==> config.mk <==
export PLATFORM = sky130hd
export DESIGN_NAME = trace_fifo
export DESIGN_NICKNAME = d
export VERILOG_FILES = /design/src/rtl/trace_pkg.sv /design/src/rtl/trace_fifo_sat_counter.sv /design/src/rtl/trace_fifo.sv
export SDC_FILE = /design/constraint.sdc
export NUM_CORES = 1
export LEC_CHECK = 0
export CELL_PAD_IN_SITES_DETAIL_PLACEMENT = 0
export CELL_PAD_IN_SITES_GLOBAL_PLACEMENT = 1
export CORE_MARGIN = 4
export CORE_UTILIZATION = 33
export DETAILED_ROUTE_END_ITERATION = 7
export GPL_ROUTABILITY_DRIVEN = 1
export PLACE_DENSITY_LB_ADDON = 0.1
export SETUP_SLACK_MARGIN = 0.2
export SLEW_MARGIN = 25
export SYNTH_ARGS = -nofsm -noshare
export SYNTH_HDL_FRONTEND = slang
export SYNTH_HIERARCHICAL = 1
export SYNTH_SLANG_ARGS = --single-unit
==> constraint.sdc <==
create_clock -name clk -period 4.27 [get_ports clk]
set_input_delay 0.6405 -clock clk [delete_from_list [all_inputs] [get_ports clk]]
set_output_delay 0.6405 -clock clk [all_outputs]
set_load 0.005 [all_outputs]
==> src/rtl/trace_pkg.sv <==
// Shared definitions for the trace buffering path: word layout and marker decoding.
package trace_pkg;

   // Default raw sample width; the marker flag sits directly above the sample.
   localparam int unsigned TRACE_SAMPLE_W = 16;

   // Widest drop-count value the helper below can extract.
   localparam int unsigned DROP_W = 64;

   // Tagged trace word at the default width: flag bit plus payload.
   typedef struct packed {
      logic                      marker;
      logic [TRACE_SAMPLE_W-1:0] payload;
   } trace_word_t;

   // Bit position of the marker flag for a given sample width.
   function automatic int unsigned marker_bit_pos(input int unsigned sample_w);
      return sample_w;
   endfunction

   // Drop count carried by a marker word: the low cnt_w bits, zero-extended.
   function automatic logic [DROP_W-1:0] drop_count(input logic [DROP_W-1:0] word,
                                                    input int unsigned       cnt_w);
      logic [DROP_W-1:0] r;
      r = '0;
      for (int unsigned i = 0; i < DROP_W; i++) begin
         if (i < cnt_w) r[i] = word[i];
      end
      return r;
   endfunction

endpackage

==> src/rtl/trace_fifo_sat_counter.sv <==
// Saturating accumulator with synchronous reset and clear; never wraps.
module sat_counter
   import trace_pkg::*;
#(
   parameter int unsigned width_p     = 32,
   parameter int unsigned inc_width_p = 32
) (
   input  logic                   clk,
   input  logic                   rst,
   input  logic                   clr,
   input  logic                   inc_en,
   input  logic [inc_width_p-1:0] inc_val,
   output logic [width_p-1:0]     count
);

   localparam int unsigned sum_w_lp = ((width_p > inc_width_p) ? width_p : inc_width_p) + 1;

   logic [width_p-1:0]  cnt_max;
   logic [sum_w_lp-1:0] sum;
   logic                sat;

   // Full-width sum so an increment wider than the counter still saturates cleanly.
   always_comb begin
      cnt_max = '1;
      sum     = sum_w_lp'(count) + sum_w_lp'(inc_val);
      sat     = (sum > sum_w_lp'(cnt_max));
   end

   // Clear wins over a coincident increment; otherwise add and clamp at all-ones.
   always_ff @(posedge clk) begin
      if (rst || clr) begin
         count <= '0;
      end else if (inc_en) begin
         count <= sat ? cnt_max : sum[width_p-1:0];
      end
   end

endmodule

==> src/rtl/trace_fifo.sv <==
// Show-ahead circular trace buffer with saturating marker/loss statistics.
module trace_fifo
   import trace_pkg::*;
#(
   parameter int unsigned sample_width_p  = TRACE_SAMPLE_W,
   parameter int unsigned counter_width_p = 16,
   parameter int unsigned addr_width_p    = 4,
   parameter int unsigned stat_width_p    = 32
) (
   input  logic                      clk,
   input  logic                      rst,
   input  logic [sample_width_p:0]   in_data,
   input  logic                      in_valid,
   output logic                      in_ready,
   output logic [sample_width_p:0]   out_data,
   output logic                      out_valid,
   input  logic                      out_ready,
   output logic [addr_width_p:0]     occupancy,
   output logic [stat_width_p-1:0]   marker_cnt,
   output logic [stat_width_p-1:0]   lost_total,
   input  logic                      clear_stats
);

   localparam int unsigned           depth_lp  = 1 << addr_width_p;
   localparam int unsigned           flag_lp   = marker_bit_pos(sample_width_p);
   localparam logic [addr_width_p:0] full_lp   = {1'b1, {addr_width_p{1'b0}}};

   logic [sample_width_p:0]   mem [depth_lp];
   logic [addr_width_p-1:0]   wr_ptr;
   logic [addr_width_p-1:0]   rd_ptr;
   logic                      push;
   logic                      pop;
   logic                      marker_push;
   logic [DROP_W-1:0]         drop;

   // Handshake decode; full/empty come from occupancy so in_ready never sees out_ready.
   always_comb begin
      in_ready    = (occupancy != full_lp);
      out_valid   = (occupancy != '0);
      out_data    = mem[rd_ptr];
      push        = in_valid && in_ready;
      pop         = out_valid && out_ready;
      marker_push = push && in_data[flag_lp];
      drop        = drop_count(DROP_W'(in_data), counter_width_p);
   end

   // Storage write; contents are intentionally left unreset.
   always_ff @(posedge clk) begin
      if (push && !rst) begin
         mem[wr_ptr] <= in_data;
      end
   end

   // Pointer and occupancy tracking; pointers wrap naturally at the depth.
   always_ff @(posedge clk) begin
      if (rst) begin
         wr_ptr    <= '0;
         rd_ptr    <= '0;
         occupancy <= '0;
      end else begin
         if (push) wr_ptr <= wr_ptr + 1'b1;
         if (pop)  rd_ptr <= rd_ptr + 1'b1;
         case ({push, pop})
            2'b10:   occupancy <= occupancy + 1'b1;
            2'b01:   occupancy <= occupancy - 1'b1;
            default: occupancy <= occupancy;
         endcase
      end
   end

   sat_counter #(
      .width_p     (stat_width_p),
      .inc_width_p (1)
   ) u_marker_cnt (
      .clk     (clk),
      .rst     (rst),
      .clr     (clear_stats),
      .inc_en  (marker_push),
      .inc_val (1'b1),
      .count   (marker_cnt)
   );

   sat_counter #(
      .width_p     (stat_width_p),
      .inc_width_p (DROP_W)
   ) u_lost_total (
      .clk     (clk),
      .rst     (rst),
      .clr     (clear_stats),
      .inc_en  (marker_push),
      .inc_val (drop),
      .count   (lost_total)
   );

endmodule

# Word level (Yosys, flattened, before mapping)
# Memory sizes are Yosys's and may differ from the RTL's. A register that Yosys moved wholly into a read port is not among the register bits.
# Cells that the tools add are included.
[classes]
magnitude_cmp = 2
n_eq_ne = 3
n_addsub = 6
n_reduce_logical = 8
n_mux = 7
[ops]
columns = ["operator", "count"]
rows = [
  ["65-bit by 32-bit > comparator with 1-bit output (second input constant)", 1],
  ["32-bit two-way mux", 2],
  ["32-bit by 1-bit adder with 33-bit output (second input constant)", 1],
  ["32-bit by 16-bit adder with 33-bit output", 1],
  ["33-bit by 32-bit > comparator with 1-bit output (second input constant)", 1],
  ["5-bit one-hot mux with 2 select lines", 1],
  ["4-bit by 1-bit adder with 4-bit output (second input constant)", 2],
  ["4-bit two-way mux", 2],
  ["5-bit by 1-bit adder with 5-bit output (second input constant)", 1],
  ["5-bit inequality test (second input constant)", 1],
  ["5-bit nonzero test", 1],
  ["5-bit by 1-bit subtractor with 5-bit output (second input constant)", 1],
  ["1-bit logical AND", 4],
  ["2-bit by 1-bit == test with 1-bit output (second input constant)", 1],
  ["2-bit == test (second input constant)", 1],
  ["1-bit two-way mux", 2],
  ["2-bit nonzero test", 1],
  ["1-bit logical NOT", 1],
  ["1-bit logical OR", 1],
]
[word_totals]
ff_bits = 77
input_bits = 22
out_inout_bits = 88
ramBits = 272
memories = 1
[memory_table]
columns = ["memory", "words", "width", "rd", "rd_clocked_by_memory_dff", "wr", "line_no", "rtl"]
rows = [
  ["mem", 16, 17, 1, 1, 1, "trace_fifo.sv:28", "logic [sample_width_p:0] mem [depth_lp];"],
]

# Longest topological paths before layout
# Gate-level depths: netlist of the first run.
[depth]
depth_word = 5
depth_mapped = 14
ltp_nobuf = 12

# Cells and area by module
# The synthesis of the first run kept the hierarchy.
[modules_own_cells]
columns = ["module", "cells_per_inst", "area_per_inst_um2", "instances", "seq_area_each_um2"]
rows = [
  ["trace_fifo", 554, 11288.3, 1, 8508.2],
  ["sat_counter (u_lost_total)", 607, 4192.8, 1, 640.6],
  ["sat_counter (u_marker_cnt)", 211, 1781.7, 1, 640.6],
]

# Worst setup path before layout of the first run
# OpenSTA, ideal clock, no wires.
[synth_timing]
kind = "in2reg"
startpoint = "input in_data[0]"
endpoint = "register u_lost_total.count[5]"
path_buffers = 1
t_arrival_ps = 3222
required_time_ps = 4147
cell_stages = 13
setup_ps = 123
path_slack_ps = 925
cell_sequence = "ha_1 -> fa_1 -> nand3_1 -> o21ai_2 -> o21ai_1 -> or3_4 -> and2_1 -> o31ai_2 -> mux2i_1 -> a2111o_1 -> nor4_4 -> buf_6 -> a31oi_1"
[synth_via]
elab_chain_cells = 3
[synth_rtl]
columns = ["item", "line_no", "rtl"]
rows = [
  ["start, declared", "trace_fifo.sv:12", "input logic [sample_width_p:0] in_data,"],
  ["32-bit by 16-bit adder with 33-bit output (*)", "trace_fifo_sat_counter.sv:25", "sum = sum_w_lp'(count) + sum_w_lp'(inc_val);"],
  ["65-bit by 32-bit > comparator with 1-bit output", "trace_fifo_sat_counter.sv:26", "sat = (sum > sum_w_lp'(cnt_max));"],
  ["32-bit two-way mux (*)", "trace_fifo_sat_counter.sv:34", "count <= sat ? cnt_max : sum[width_p-1:0];"],
  ["end signal, assigned", "trace_fifo_sat_counter.sv:34", ""],
  ["end, declared", "trace_fifo_sat_counter.sv:13", "output logic [width_p-1:0] count"],
]
# Mark *: on every way between the ends. The rest lies on a longest branch, timed or not.
# A chain may end at the register's enable or synchronous reset.

# Worst setup path after layout of the first run
[layout_timing]
startpoint = "input in_data[11]"
endpoint = "register u_lost_total.count[16]"
# Same word-level chain as after synthesis.

==> results of run 1 <==
## routing by layer
layer | up-vias | GRT usage [%]
met3 | 57 | 2.725
met2 | 236 | 30.49
met1 | 6028 | 23.30
met4 | 0 | 3.627
met5 | - | 0
li1 | 5899 | -
## per-stage QoR
step                hold slack (ns)  instance area (um2)  util (%)  setup slack, ns
finish                       0.5113                21480     41.70           0.5791
global placement             0.4942                20100     39.02          0.05377
global route                 0.5374                21480     41.70           0.3630
detailed placement           0.5094                20100     39.02         -0.01692
floorplan                    0.4707                17900         -           0.9250
CTS                          0.5193                21480     41.70           0.5552
## sequential cells by signal (all words and copies together), names as in the netlist, named ones only
name,flops
rd_ptr,4
mem,272
u_lost_total/count,32
occupancy,5
wr_ptr,4
u_marker_cnt/count,32
## worst max-delay path: cells and delay by family
kind	cells	cell delay (ns)
and+or+nand+nor	2	0.50
adders and majority gates	1	0.30
muxes	1	0.13
AOI/OAI and AO/OA	7	1.52
buffers and inverters	2	1.00
## worst paths after layout
path | start | to | slack, ns | depth (start not counted)
worst max register to register | u_lost_total/count[11] | u_lost_total/count[16] | 0.87 | 12
worst min-delay path | rd_ptr[3] | flip-flop | 0.51 | 2
worst min register to register | rd_ptr[3] | flip-flop | 0.51 | 2
worst max-delay path | in_data[11] | u_lost_total/count[16] | 0.58 | 13
## cell families after synthesis
group,Yosys count,synth area share [%]
simple gates,427,13.24
mux,76,9.560
flops,353,56.71
xor+xnor,44,2.232
fa+ha+maj,44,3.233
buf+inv,97,2.703
other cells,2,0.04350
compound gates,329,12.28
## Yosys cell counts, types with 5 or more instances
cell      count  area share (%)
inv_1        29            0.63
ha_1         43             3.1
nor3b_1      11            0.48
a21oi_1      65             1.9
and2_1        9            0.33
buf_2        20            0.58
a211oi_1      5            0.22
nand3_1      39             1.1
a31oi_1      50             1.8
clkbuf_1     36            0.78
o31ai_1       9            0.39
mux2i_1       7            0.41
and4_1        6            0.30
nor2b_1       6            0.22
xor2_1       23             1.2
a21o_1        7            0.30
nand2_1     103             2.2
o21ai_0      85             2.5
or3_1        10            0.36
edfxtp_1    272              47
nor4_1       11            0.40
mux4_1       10             1.5
o21a_1        7            0.30
o211ai_1     10            0.43
nor2_1       99             2.2
mux4_2       58             7.6
xnor2_1      21             1.1
and3_1       19            0.69
nor3_1       36             1.0
nand4_1      35             1.3
nor4_4        5            0.62
dfxtp_1      81             9.4
nand2b_1      6            0.22
a22oi_1      36             1.6
## power by group
group | total [mW] | switching, mW | internal, mW | leakage, nW
clock | 3.62 | 1.44 | 2.18 | 0.670
combinational | 1.62 | 0.810 | 0.807 | 3.62
sequential | 3.94 | 0.146 | 3.79 | 3.11
total | 9.18 | 2.40 | 6.78 | 7.40
## cell type report
type / instances / area share [%]
Sequential cell: 353 / 45.59
Multi-Input combinational cell: 1092 / 35.78
Timing Repair Buffer: 178 / 7.723
Clock buffer: 50 / 5.032
Tap cell: 680 / 3.961
Clock inverter: 24 / 1.404
Inverter: 29 / 0.5067
==> flow_summary.yaml, run 1 <==
floorplanning:
  rows: 83
  fp.coreArea_um2: 51510
  dieArea_um2: 56030
  start_util_pct: 33.51
  die_y_um: 236.7
  io_pins: 110
  die_w_um: 236.7
finish:
  drive_gt1_share_pct: 13.90
  layout_commonest_cell: "edfxtp_1"
  layout.nets: 1761
  n_fill_cell: 4928
  syn2layout_area_growth_pct: 24.44
  diodes: 0
  regArea_um2: 9794
  multi_input_area_um2: 7686
  finalNonFillerCells: 2406
  mostFrequentLayoutCells: "edfxtp_1, conb_1, clkdlybuf4s50_1, nand2_1"
yosys:
  synth-async-reset-ratio_pct: 0
  synth-seq-area-share_pct: 56.71
  yosys_warnings: 6
  synth-edff-count: 272
  synth.distinct_cells: 88
  syn_inst: 1372
  avgSynthCellArea_um2: 12.58
  ys.flop_type: "edfxtp_1"
  ys_ff_latch: 353
  syn_area_um2: 17260
worst_setup_path:
  crit_path_max_incr_delay_ns: 0.65
  start_kind: "primary input"
  arrival_ns: 4.12
  end_kind: "flip-flop"
  critPathKind: "primary input to flip-flop"
  required_ns: 4.70
  worstPathCellList: "clkdlybuf4s50_1, ha_1, a21oi_1, o21ai_0, a31oi_1, o21a_1, and2_1, o31ai_2, mux2i_1, a2111o_1, nor4_4, buf_4, a31oi_1"
  cp_common_cell: "a31oi_1"
  critPathMaxFanout: 24
  crit_slowest_cell: "clkdlybuf4s50_1"
cts:
  cts_resized: 0
  post_cts_buffers: 0
  cts_num_sinks: 353
  htreeDepth: 2
  clockRootBuffer: "clkbuf_16"
  ctsHoldBuffers: 0
  clock_latency_ns: 0.56
  cts_tree: "built"
  clk_pin_slew_ns: 0.06
  clockBufferDepth: 3
  cts_buffers: 41
route:
  vias: 12220
  wl_per_cell_um: 20.86
  wl_met1_mm: 22.45
  drc: 0
  detail_route.vias_per_cell: 5.079
  drtIter0Drc: 703
  routed_wl_mm: 50.18
  wl_met3_mm: 1.875
  first_pass_iters: 5
  ant_nets: 0
  top_layer: "met4"
  wl_met2_mm: 25.01
sta:
  rsz0062_at_grt: "false"
  slew-limit-headroom_pct: 34.54
  hold_viol: 0
  fin_crit_ns: 3.691
  slew_violations: 0
  fin_worst_skew_ns: 0.01502
  finalCritPeriodShare_pct: 86.44
  worstMarginPinSlew_ns: 0.9819
  setup_viol: 0
  finalSetupTns_ns: 0
  fmax_mhz: 270.9
place:
  dp_cells: 2332
  place_congestion: 0.8439
  place.detailed.hpwl_mm: 35.06
  port_buffers: 109
global_routing:
  antenna_found_initial: 0
  grt_overflow_total: 0
  grt_max_degree: 54
  grt_pass1_vias: 12300
  grt_usage_pct: 17.51
  grt_pass1_wl_mm: 76.11
outcome:
  status: "completed"
flow_run:
  cap_violations: 0
power_and_ir_drop:
  total_power_mw: 9.180
  power.density_nw_per_um2: 427.3
  leakage_nw: 7.398
  ir_worst_vdd_v: 0.0002717
worst_hold_path:
  hp-class: "flip-flop to flip-flop"
Power figures use the tool's default switching activity.
==> run 2, diff against run 1 <==
- SKIP_CTS_REPAIR_TIMING: default -> 1
==> results of run 2 <==
Final layout, timing and power as in run 1 (identical DEF).
==> run 3, diff against run 2 <==
- ABC_AREA: default -> 1
- HOLD_SLACK_MARGIN: default -> 0.08
==> run 3 against run 2 <==
Die area is 12% higher. Area after synthesis is 12% higher. Sequential cell count stayed put. Combinational power is 42% higher. Clock power is 6.1% lower. Wire length is 21% higher. Non-clock buffer count is 22 lower. Critical path type is now flip-flop to output pin. Highest routed layer unchanged.
==> flow_summary.yaml, run 3 <==
cts:
  cts_buffers: 41
  clockBufferDepth: 3
  clock_latency_ns: 0.56
  cts_num_sinks: 353
  htreeDepth: 2
  clk_pin_slew_ns: 0.06
  clockRootBuffer: "clkbuf_16"
  cts_tree: "built"
worst_setup_path:
  reg2reg_from: "u_lost_total/count[0]"
  rrSetupSlack_ns: 1.20
  end_kind: "output pin"
  required_ns: 3.63
  critPathKind: "flip-flop to output pin"
  start_kind: "flip-flop"
  r2r_cells: 19
  arrival_ns: 2.93
  worstReg2RegEnd: "u_lost_total/count[22]"
  critPathMaxFanout: 54
global_routing:
  grt_pass1_wl_mm: 91.38
  grt_pass1_vias: 14840
  antenna_found_initial: 0
  grt_overflow_total: 0
  grt_max_degree: 70
  grt_usage_pct: 18.94
yosys:
  yosys_warnings: 6
  avgSynthCellArea_um2: 8.685
  synth-edff-count: 272
  ys_ff_latch: 353
  syn_area_um2: 19320
  netlist_top_cells_count: "nand2_1, inv_1, edfxtp_1, nor2_1, o21ai_0"
  synth.distinct_cells: 48
  syn_inst: 2225
  synthMostInstantiatedCell: "nand2_1"
  synth_top_cell_by_area: "edfxtp_1"
  synthTopCellsByArea: "edfxtp_1, nand2_1, dfxtp_1"
  synth-seq-area-share_pct: 50.66
  ys.flop_type: "edfxtp_1"
  synth-async-reset-ratio_pct: 0
  synth_top_area_share_pct: 42.27
finish:
  reg.largest.list: "mem x272, u_lost_total/count x32, u_marker_cnt/count x32"
  layout.nets: 2595
  finish.instance_area_um2: 23450
  n_fill_cell: 5790
  regMostFlops: "mem"
  finalNonFillerCells: 3326
  syn2layout_area_growth_pct: 21.36
  utilization_pct: 40.57
  drive_gt1_share_pct: 8.161
  layout_commonest_cell: "nand2_1"
  mostFrequentLayoutCells: "nand2_1, inv_1, edfxtp_1, nor2_1, conb_1"
  diodes: 0
  largest_reg_flops: 272
sta:
  fin_worst_skew_ns: 0.01733
  worstMarginPinSlew_ns: 0.9261
  holdWs_ns: 0.5097
  fin_ws_ns: 0.6962
  setup_viol: 0
  slew_violations: 0
  hold_viol: 0
  finalCritPeriodShare_pct: 83.70
  slew-limit-headroom_pct: 38.11
  rsz0062_at_grt: "false"
  fin_crit_ns: 3.574
  finalSetupTns_ns: 0
  fmax_mhz: 279.8
power_and_ir_drop:
  ir_worst_vdd_v: 0.0002254
  total_power_mw: 9.676
  power.density_nw_per_um2: 412.6
  leakage_nw: 9.288
route:
  first_pass_iters: 6
  vias: 15680
  drc: 0
  wl_per_cell_um: 18.32
  ant_nets: 0
  routed_wl_mm: 60.93
  detail_route.vias_per_cell: 4.714
  drtIter0Drc: 915
floorplanning:
  dieArea_um2: 62500
  rows: 88
  fp.coreArea_um2: 57810
  start_util_pct: 33.43
  io_pins: 110
  die_y_um: 250.0
  die_w_um: 250.0
place:
  port_buffers: 109
  place_congestion: 0.8572
  dp_cells: 3251
  place_ws_ns: 0.3737
  place.detailed.hpwl_mm: 42.53
  placed_area_um2: 22140
worst_hold_path:
  hp-class: "flip-flop to flip-flop"
  hold_end: "rd_ptr[2]"
  hold_start: "rd_ptr[2]"
  min_path_cells: 2
outcome:
  status: "completed"
flow_run:
  cap_violations: 0
## run 3: cell count changes after synthesis, sizes merged, moves of 64 or more
| cell | before | now |
|---|---|---|
| nor2 | 100 | 252 |
| inv | 29 | 292 |
| nand2 | 103 | 503 |
| a21oi | 65 | 152 |
| nand3 | 40 | 104 |
| mux4 | 68 | 0 |
| o21ai | 90 | 174 |
## run 3: where the power goes
| group | internal [mW] | total, mW | switching, mW | leakage [nW] |
|---|---|---|---|---|
| clock | 1.94 | 3.40 | 1.46 | 0.634 |
| sequential | 3.81 | 3.98 | 0.167 | 3.11 |
| combinational | 0.939 | 2.30 | 1.36 | 5.54 |
## run 3: worst max path at each step
stage	from	to	slack, ns	depth (start not counted)
after floorplan	in_data[0]	u_lost_total/count[12]	1.44	19
after global placement	in_data[0]	u_lost_total/count[3]	0.43	20
after detailed placement	in_data[0]	u_lost_total/count[1]	0.37	20
after CTS	flip-flop	out_data[4]	0.64	6
after global routing	flip-flop	out_data[4]	0.48	6
final	flip-flop	out_data[4]	0.70	6
## run 3: cell type report
type                    count  area, um2  share of cell area (%)
clock buffers              55       1170                   4.988
inverters                 294       1104                   4.706
well taps                 765      957.2                   4.081
clock inverters            20      140.1                  0.5975
flip-flops and latches    353       9796                   41.77
multi-input cells        1683       8767                   37.38
repair buffers            156       1519                   6.477
## run 3: worst max-delay path: stages, from the launching register on
cell,delay (ns)
dfxtp_4,0.78
buf_4,0.41
mux2i_1,0.12
o211ai_1,0.23
nand3_1,0.13
nand2_1,0.12
clkdlybuf4s50_1,0.52
## run 3: routing by layer
| layer | GRT usage, % | wire length, um | vias up |
|---|---|---|---|
| met4 | 5.532 | 1768 | 0 |
| li1 | - | - | 7929 |
| met3 | 2.522 | 2101 | 91 |
| met2 | 32.59 | 29550 | 251 |
| met5 | 0 | 0 | - |
| met1 | 25.02 | 27510 | 7407 |
## run 3: cells by family after synthesis
kind of cell / synth area share, %
DFF: 50.66
AOI/OAI and AO/OA: 11.87
other: 0.03886
xor gates and xnor gates: 2.130
and+or+nand+nor: 21.06
adders and majority gates: 2.888
buffers and inverters: 7.834
muxes: 3.522
